**src/rtl/huff_pkg.sv**
```systemverilog
// Shared types for the Huffman stages: FSM state encoding, table base defaults
// and the single-port memory request bundle driven by BT/CT/encode.
package huff_pkg;

    localparam logic [15:0] LEN_BASE_DEF  = 16'd0;
    localparam logic [15:0] CODE_BASE_DEF = 16'd128;
    localparam int          MAX_LEN_DEF   = 8;

    typedef enum logic [3:0] {
        IDLE,
        RD_SYM,
        WT_SYM,
        RD_LEN,
        WT_LEN,
        RD_CODE,
        WT_CODE,
        MERGE,
        WR_BYTE,
        WT_W,
        FLUSH,
        WT_F,
        TRAIL,
        WT_T,
        DONE
    } huff_state_e;

    // One bus request per cycle; a stage never raises rd and wr together.
    typedef struct packed {
        logic [15:0] addr;
        logic [7:0]  wdata;
        logic        rd;
        logic        wr;
    } mem_req_t;

    localparam mem_req_t MEM_IDLE = '{addr: 16'd0, wdata: 8'd0, rd: 1'b0, wr: 1'b0};

    function automatic mem_req_t mem_read(input logic [15:0] addr);
        mem_req_t r;
        r       = MEM_IDLE;
        r.addr  = addr;
        r.rd    = 1'b1;
        return r;
    endfunction

    function automatic mem_req_t mem_write(input logic [15:0] addr, input logic [7:0] data);
        mem_req_t r;
        r       = MEM_IDLE;
        r.addr  = addr;
        r.wdata = data;
        r.wr    = 1'b1;
        return r;
    endfunction

endpackage

```
**src/rtl/huff_bitpack.sv**
```systemverilog
// MSB-first bit packer: 16-bit accumulator plus fill count, merged one code at
// a time and drained a byte at a time from the top.
module huff_bitpack
    import huff_pkg::*;
(
    input  logic       clk,
    input  logic       rst,
    input  logic       clear,
    input  logic       merge,
    input  logic       shift,
    input  logic [7:0] code,
    input  logic [3:0] len,
    output logic [7:0] byte_out,
    output logic [3:0] nb,
    output logic       byte_ready
);

    logic [15:0] acc;

    // Bits of the table entry below the code length are don't-care.
    function automatic logic [7:0] mask_code(input logic [7:0] c, input logic [3:0] l);
        logic [7:0] m;
        m = 8'hFF << (4'd8 - l);
        return c & m;
    endfunction

    always_ff @(posedge clk) begin
        if (rst || clear) begin
            acc <= 16'd0;
            nb  <= 4'd0;
        end else if (merge) begin
            acc <= acc | ({mask_code(code, len), 8'h00} >> nb);
            nb  <= nb + len;
        end else if (shift) begin
            acc <= {acc[7:0], 8'h00};
            nb  <= nb - 4'd8;
        end
    end

    // nb < 8 whenever a merge happens, so the sum never exceeds 15.
    assign byte_ready = (nb + len) >= 4'd8;
    assign byte_out   = acc[15:8];

endmodule

```
**src/rtl/huff_encode.sv**
```systemverilog
// Huffman encoder: reads symbols and their (length, code) table entries from
// shared memory and writes the packed bitstream back MSB-first.
// Optional: define HUFF_ENC_TRAILER_EN to append a last-byte valid-bit count.
module huff_encode
    import huff_pkg::*;
#(
    parameter logic [15:0] SRC_BASE  = 16'd1024,
    parameter logic [15:0] DST_BASE  = 16'd2048,
    parameter logic [15:0] LEN_BASE  = LEN_BASE_DEF,
    parameter logic [15:0] CODE_BASE = CODE_BASE_DEF,
    parameter int          MAX_LEN   = MAX_LEN_DEF
) (
    input  logic        clk,
    input  logic        rst,
    input  logic        start,
    input  logic [9:0]  sym_count,
    output logic [15:0] mem_addr,
    input  logic [7:0]  mem_data_R,
    output logic [7:0]  mem_data_W,
    output logic        mem_R,
    output logic        mem_W,
    output logic        busy,
    output logic        done,
    output logic        error,
    output logic [12:0] out_bits
);

    localparam logic [7:0] MAX_LEN_B = 8'(MAX_LEN);

    huff_state_e state, state_d;
    mem_req_t    req;

    logic [9:0]  cnt;
    logic [9:0]  i;
    logic [10:0] j;
    logic [7:0]  sym;
    logic [3:0]  len;
    logic [7:0]  code;

    logic [7:0]  byte_out;
    logic [3:0]  nb;
    logic        byte_ready;
    logic        last;
    logic        len_bad;

    assign last    = (i == cnt - 10'd1);
    assign len_bad = (mem_data_R == 8'd0) || (mem_data_R > MAX_LEN_B);

`ifdef HUFF_ENC_TRAILER_EN
    // Valid bits in the final data byte: 1..8, or 0 when nothing was emitted.
    logic [7:0] trailer_val;
    assign trailer_val = (out_bits == 13'd0)     ? 8'd0 :
                         (out_bits[2:0] == 3'd0) ? 8'd8 : {5'd0, out_bits[2:0]};
`endif

    huff_bitpack u_bitpack (
        .clk        (clk),
        .rst        (rst),
        .clear      (state == IDLE && start),
        .merge      (state == MERGE),
        .shift      (state == WR_BYTE),
        .code       (code),
        .len        (len),
        .byte_out   (byte_out),
        .nb         (nb),
        .byte_ready (byte_ready)
    );

    always_comb begin
        state_d = state;
        req     = MEM_IDLE;
        unique case (state)
            IDLE:    if (start) state_d = (sym_count == 10'd0) ? DONE : RD_SYM;
            RD_SYM:  begin
                req     = mem_read(SRC_BASE + {6'd0, i});
                state_d = WT_SYM;
            end
            WT_SYM:  state_d = mem_data_R[7] ? DONE : RD_LEN;
            RD_LEN:  begin
                req     = mem_read(LEN_BASE + {8'd0, sym});
                state_d = WT_LEN;
            end
            WT_LEN:  state_d = len_bad ? DONE : RD_CODE;
            RD_CODE: begin
                req     = mem_read(CODE_BASE + {8'd0, sym});
                state_d = WT_CODE;
            end
            WT_CODE: state_d = MERGE;
            MERGE:   begin
                if (byte_ready)  state_d = WR_BYTE;
                else if (last)   state_d = FLUSH;
                else             state_d = RD_SYM;
            end
            WR_BYTE: begin
                req     = mem_write(DST_BASE + {5'd0, j}, byte_out);
                state_d = WT_W;
            end
            WT_W:    state_d = last ? FLUSH : RD_SYM;
            FLUSH:   begin
                // Bits below nb are already zero, so the partial byte is padded.
                if (nb != 4'd0) req = mem_write(DST_BASE + {5'd0, j}, byte_out);
                state_d = WT_F;
            end
`ifdef HUFF_ENC_TRAILER_EN
            WT_F:    state_d = TRAIL;
            TRAIL:   begin
                req     = mem_write(DST_BASE + {5'd0, j}, trailer_val);
                state_d = WT_T;
            end
            WT_T:    state_d = DONE;
`else
            WT_F:    state_d = DONE;
`endif
            DONE:    state_d = IDLE;
            default: state_d = IDLE;
        endcase
    end

    always_ff @(posedge clk) begin
        if (rst) begin
            state    <= IDLE;
            cnt      <= 10'd0;
            i        <= 10'd0;
            j        <= 11'd0;
            sym      <= 8'd0;
            len      <= 4'd0;
            code     <= 8'd0;
            out_bits <= 13'd0;
            error    <= 1'b0;
        end else begin
            state <= state_d;
            case (state)
                IDLE: if (start) begin
                    cnt      <= sym_count;
                    i        <= 10'd0;
                    j        <= 11'd0;
                    out_bits <= 13'd0;
                    error    <= 1'b0;
                end
                WT_SYM: begin
                    sym <= mem_data_R;
                    if (mem_data_R[7]) error <= 1'b1;
                end
                WT_LEN: begin
                    len <= mem_data_R[3:0];
                    if (len_bad) error <= 1'b1;
                end
                WT_CODE: code <= mem_data_R;
                MERGE: begin
                    out_bits <= out_bits + {9'd0, len};
                    if (!byte_ready && !last) i <= i + 10'd1;
                end
                WR_BYTE: j <= j + 11'd1;
                WT_W:    if (!last) i <= i + 10'd1;
                FLUSH:   if (nb != 4'd0) j <= j + 11'd1;
                default: ;
            endcase
        end
    end

    assign mem_addr   = req.addr;
    assign mem_data_W = req.wdata;
    assign mem_R      = req.rd;
    assign mem_W      = req.wr;
    assign busy       = (state != IDLE) && (state != DONE);
    assign done       = (state == DONE);

endmodule

```
**config.mk**
```make
export PLATFORM = sky130hd
export DESIGN_NAME = huff_encode
export DESIGN_NICKNAME = d
export VERILOG_FILES = /design/src/rtl/huff_pkg.sv /design/src/rtl/huff_bitpack.sv /design/src/rtl/huff_encode.sv
export SDC_FILE = /design/constraint.sdc
export NUM_CORES = 1
export LEC_CHECK = 0
export ABC_CLOCK_PERIOD_IN_PS = 6800
export BUFFER_PORTS_ARGS = -buffer_cell sky130_fd_sc_hd__buf_2
export CAP_MARGIN = 5
export CORE_MARGIN = 1
export CORE_UTILIZATION = 54
export DETAILED_ROUTE_END_ITERATION = 7
export PLACE_DENSITY = 0.71
export SLEW_MARGIN = 20
export SYNTH_ARGS = -nofsm -noshare
export SYNTH_HDL_FRONTEND = slang
export SYNTH_SLANG_ARGS = --single-unit
```
**constraint.sdc**
```tcl
create_clock -name clk -period 6.8 [get_ports clk]
set_input_delay 0.68 -clock clk [delete_from_list [all_inputs] [get_ports clk]]
set_output_delay 0.68 -clock clk [all_outputs]
set_load 0.01 [all_outputs]
```
# Word-level counts from Yosys, hierarchy flattened
# Index checks and enable logic that the tools add are counted.
# totals
input_bits	21
reg_bits	89
output_inout_bits	42
word_cells	95
# op_classes
shifts	2
bitwise	2
n_addsub	10
n_reduce_logical	22
n_eq_ne	20
n_mux	26
n_lt_le_gt_ge	2
# ops
cell	count
$pmux 23 s5	1
$pmux 4 s12	1
$pmux 11 s3	1
$mux 16	2
$mux 4	8
$mux 10	3
$pmux 10 s3	1
$pmux 13 s2	1
$mux 23	1
$mux 11	2
$eq 4x4->1 const B	5
$eq 4x3->1 const B	4
$or 16x16->16	1
$shr 16x4->16	1
$add 12x11->13 const A	1
$add 13x4->13	1
$mux 13	1
$add 11x10->12 const A	1
$ne 2x2->1 const B	6
$add 11x1->11 const B	1
$add 10x1->10 const B	1
$eq 10x10->1	1
$logic_not 10->1	1
$sub 10x1->10 const B	1
other kinds (24)	37

# Depth between registers and ports, before layout
# logic_depth
depth_word	6
depth_mapped	10
depth_no_buf	9

# Modules after synthesis
# A second synthesis with hierarchy kept.
# unflattened
cells_unflattened	677
hier_area_um2	5328.9
# modules_own_cells
mod	area_each_um2	n_inst	cells_each	seq_area_each_um2
huff_encode	3831.2	1	490	1381.3
huff_bitpack	1497.7	1	187	400.4

# Worst setup path before layout
# Ideal clock, no wire load.
# synth_timing
path_kind	register to output
startpoint	register u_bitpack.nb[0]
endpoint	output mem_addr[0]
arrival_ns	1.826
n_path_buf	2
t_required_ns	6.120
stages_incl_launch_ff	7
setup_slack_ns	4.294
cell_sequence	dfxtp_1 -> clkbuf_1 -> or4_1 -> a21o_1 -> clkbuf_1 -> a222oi_1 -> inv_1
# synth_between
elab_chain_cells	3
# synth_lines
item	line_no	source
start: declaration	huff_bitpack.sv:14	output logic [3:0] nb,
start signal: assignment	huff_bitpack.sv:33	nb <= nb + len;
start signal: assignment	huff_bitpack.sv:36	nb <= nb - 4'd8;
$reduce_bool 4->1	huff_encode.sv:101	if (nb != 4'd0) req = mem_write(DST_BASE + {5'd0, j}, byte_out);
$mux 23	huff_encode.sv:101	
$pmux 23 s5	huff_encode.sv:72	unique case (state)
end: declaration	huff_encode.sv:17	output logic [15:0] mem_addr,
# No other way between the ends.

# Worst setup path after layout
# layout_timing
startpoint	register state[3]
endpoint	output mem_addr[1]
# layout_between
elab_chain_cells	2
word_cells_on_any_way	6
cone_classes	eq/ne: 5; mux: 1
# layout_lines
item	line_no	source
start: declaration	huff_encode.sv:30	huff_state_e state, state_d;
start signal: assignment	huff_encode.sv:131	state <= state_d;
$eq 4x4->1 (tied with other cells)	huff_encode.sv:72	
$pmux 23 s5 (*)	huff_encode.sv:72	
# Mark *: on every way between the ends. The rest lies on a longest branch, timed or not.

==> results.md <==
* Setup ws final at 3.31 ns
* Post-CTS Setup Repair Bufs at 0
* RR Endpoint: i[7]
* Area growth from synthesis to layout at 8.90%
* Worst-Skew Late Latency at 0.38 ns
* RSZ-0062 raised after global routing: false
* Synth area leader: dfxtp_1
* Core Footprint at 0.00928 mm^2
* Die ar. at 0.0100 mm^2
* Post-synthesis sequential area ratio at 0.342
* Hold_ws at 0.475 ns
* CTS Hold Bufs at 0
* Site row count at 35
* Seq pwr share at 0.429
* Placed insts at 817
* Gr usage total at 0.273
* Final non-filler cell total at 833
* Final Critical Period at 3.49 ns
* Post-route total power at 1.49 mW
* Critical Path Start Type: flop
* Top FF cell, synth: dfxtp_1
* Maxcap violations at 0
* VDD IR max at 0.146 mV
* Post-route setup TNS at 0 ns
* Setup violators final at 0
* Fin util at 0.610
* Logic pwr share at 0.345
* Hold Crit Start: u_bitpack.acc[6]
* Hold Vio Cnt, Final at 0
* Top Ports at 63
* Reg2reg start: state[2]
* CP Capture Type: output pin
* Fin nets at 735
* Req. time, crit path at 6.12 ns
* CTS root buffer: clkbuf_8
* Vias in the first global route at 4,433
* Status: completed
* Max-slew violations at 0
* Synth area leaders: dfxtp_1 (34%), nand2_1 (7.1%), a21oi_1 (6.8%)
* Post-synth ARST share at 0
* Design area at 0.00567 mm^2
* Pre-CTS WS at 3.43 ns
* Final critical-path share of the clock period at 0.513
* # diodes at 0
* Congestion Overflow GR at 0
* Measured slew at the worst slew-check pin at 0.971 ns
* Hold depth at 1
* Worst setup path start: state[3]
* Routed vias/inst at 5.96
* Internal power at 0.885 mW
* Setup Skew at 0.0139 ns
* DIE WIDTH at 100 um
* P per Cell Area at 263 mW/mm^2
* Share of the synthesized area in the top cell type at 0.342
* Leading cell types in the layout, fill and taps excluded: nand2_1 (99), dfxtp_1 (89), a21oi_1 (71)
* Synth warnings at 0
* Relative slew slack at 0.348
* Syn_area_per_cell at 7.78 um^2
* # DRC at 0
* Hold crit path type: reg2reg
* #FFs+latches synth at 89
* Worst-path clk slew at 0.10 ns
* Port Buf Inserts at 58
* Leakage at 2.21 nW
* Max Clock Freq at 0.287 GHz
* Clk sinks at 89
* WHS Endpoint: u_bitpack.acc[6]
* CP Max Fanout at 23
* Post-Syn Instances at 669
* Hpwl dp at 9470 um
* Clock Power Share at 0.226
* Most common cell after layout, fill and taps aside: nand2_1
* WP data arrival at 2.81 ns
* First-pass GRT wire length at 21,700 um
* Reg2reg setup slack at 3.35 ns
* Synth cell types at 67
* Clock tree from TritonCTS: yes
* Placed cell area at 0.00550 mm^2
* Iter 0 DRT Violations at 343
* Clk buf depth at 2
* Via count at 4,961
* Antenna violations before repair at 0
* Wire per inst at 15.9 um
* Die height at 100 um
* Starting Density at 0.561
* Share of layout cells above drive strength 1 at 0.131
* WL final at 13,200 um
* Post_cts resized at 0
* Gpl congestion at 0.851
* Num CTS Buffers at 9
* Post-Syn Area at 0.00520 mm^2
* DR pass1 iterations at 5
* Number of synthesized flops with an enable pin at 0
* Switching power at 0.604 mW
* Largest net degree at the start of global routing at 50
* WS Path Type: reg2out
* Sw Share at 0.405
* Worst r2r path cells at 6
* H-tree levels at 3
* Post-route ant nets at 0
-- state kept, by name, summed over array words and instances (netlist names) --
| register | flops |
|---|---|
| state | 4 |
| out_bits | 13 |
| cnt | 10 |
| u_bitpack.nb | 4 |
| u_bitpack.acc | 16 |
| j | 11 |
| len | 4 |
| i | 10 |
| sym | 8 |
| error | 1 |
| code | 8 |
-- area by class of cell --
type / instances / area, um^2
sequential: 89 / 1780
timing repair buffer: 60 / 305
clock inverter: 6 / 43.8
tap: 129 / 161
fill: 897 / 3620
clock buffer: 10 / 128
multi-input combinational: 519 / 3170
inverter: 20 / 75.1
-- cell usage after synthesis, types with 5 or more instances --
| cell type | number |
|---|---|
| and3_1 | 6 |
| xor2_1 | 15 |
| buf_4 | 5 |
| and2_1 | 11 |
| nor2_1 | 51 |
| dfxtp_1 | 89 |
| nor3_1 | 22 |
| a21oi_1 | 71 |
| o31ai_1 | 5 |
| nand2b_1 | 13 |
| a31oi_1 | 7 |
| ha_1 | 13 |
| a211oi_1 | 5 |
| or3_1 | 12 |
| nand2_1 | 99 |
| a21o_1 | 8 |
| nand3_1 | 29 |
| o211ai_1 | 8 |
| inv_1 | 19 |
| mux2i_1 | 10 |
| nand3b_1 | 5 |
| clkbuf_1 | 33 |
| a222oi_1 | 7 |
| mux2_2 | 5 |
| nand4_1 | 7 |
| xnor2_1 | 16 |
| o21ai_0 | 28 |
-- kinds of logic after synthesis --
group	share of synthesized area
AO/OA/AOI/OAI	0.217
XOR/XNOR	0.0522
adder cells (fa/ha/maj)	0.0390
buffers and inverters	0.0503
flip-flops	0.342
multiplexers	0.0301
other	0.000721
AND/OR/NAND/NOR	0.268
-- worst max-delay path, cell delays in order (launching register included) --
cell and delay [ns]:
dfxtp_1 0.65, nor4b_4 0.66, a21o_1 0.63, a222oi_1 0.24, inv_1 0.11, buf_2 0.13
-- routing by layer --
| metal | vias up | global-route usage | wire, um |
|---|---|---|---|
| met5 | - | 0 | 0 |
| li1 | 2438 | - | - |
| met2 | 175 | 0.424 | 5840 |
| met3 | 17 | 0.0376 | 798 |
| met4 | 0 | 0.0881 | 211 |
| met1 | 2331 | 0.392 | 6370 |
-- power by group through the flow --
| stage | registers (mW) | clock network, mW | logic, mW |
|---|---|---|---|
| after floorplan | 0.603 | 0 | 0.434 |
| after global placement | 0.646 | 0 | 0.496 |
| after detailed placement | 0.649 | 0 | 0.509 |
| after CTS | 0.637 | 0.338 | 0.513 |
| after global routing | 0.648 | 0.361 | 0.571 |
| final | 0.638 | 0.336 | 0.514 |
-- how the worst max path moves through the flow --
stage | slack (ns) | depth (start not counted) | end
finish | 3.31 | 5 | mem_addr[1]
global route | 3.10 | 5 | mem_addr[1]
CTS | 3.33 | 5 | mem_addr[1]
detailed placement | 3.43 | 6 | i[7]
global placement | 3.54 | 6 | i[7]
floorplan | 4.29 | 6 | mem_addr[0]
Power figures use the tool's default switching activity.
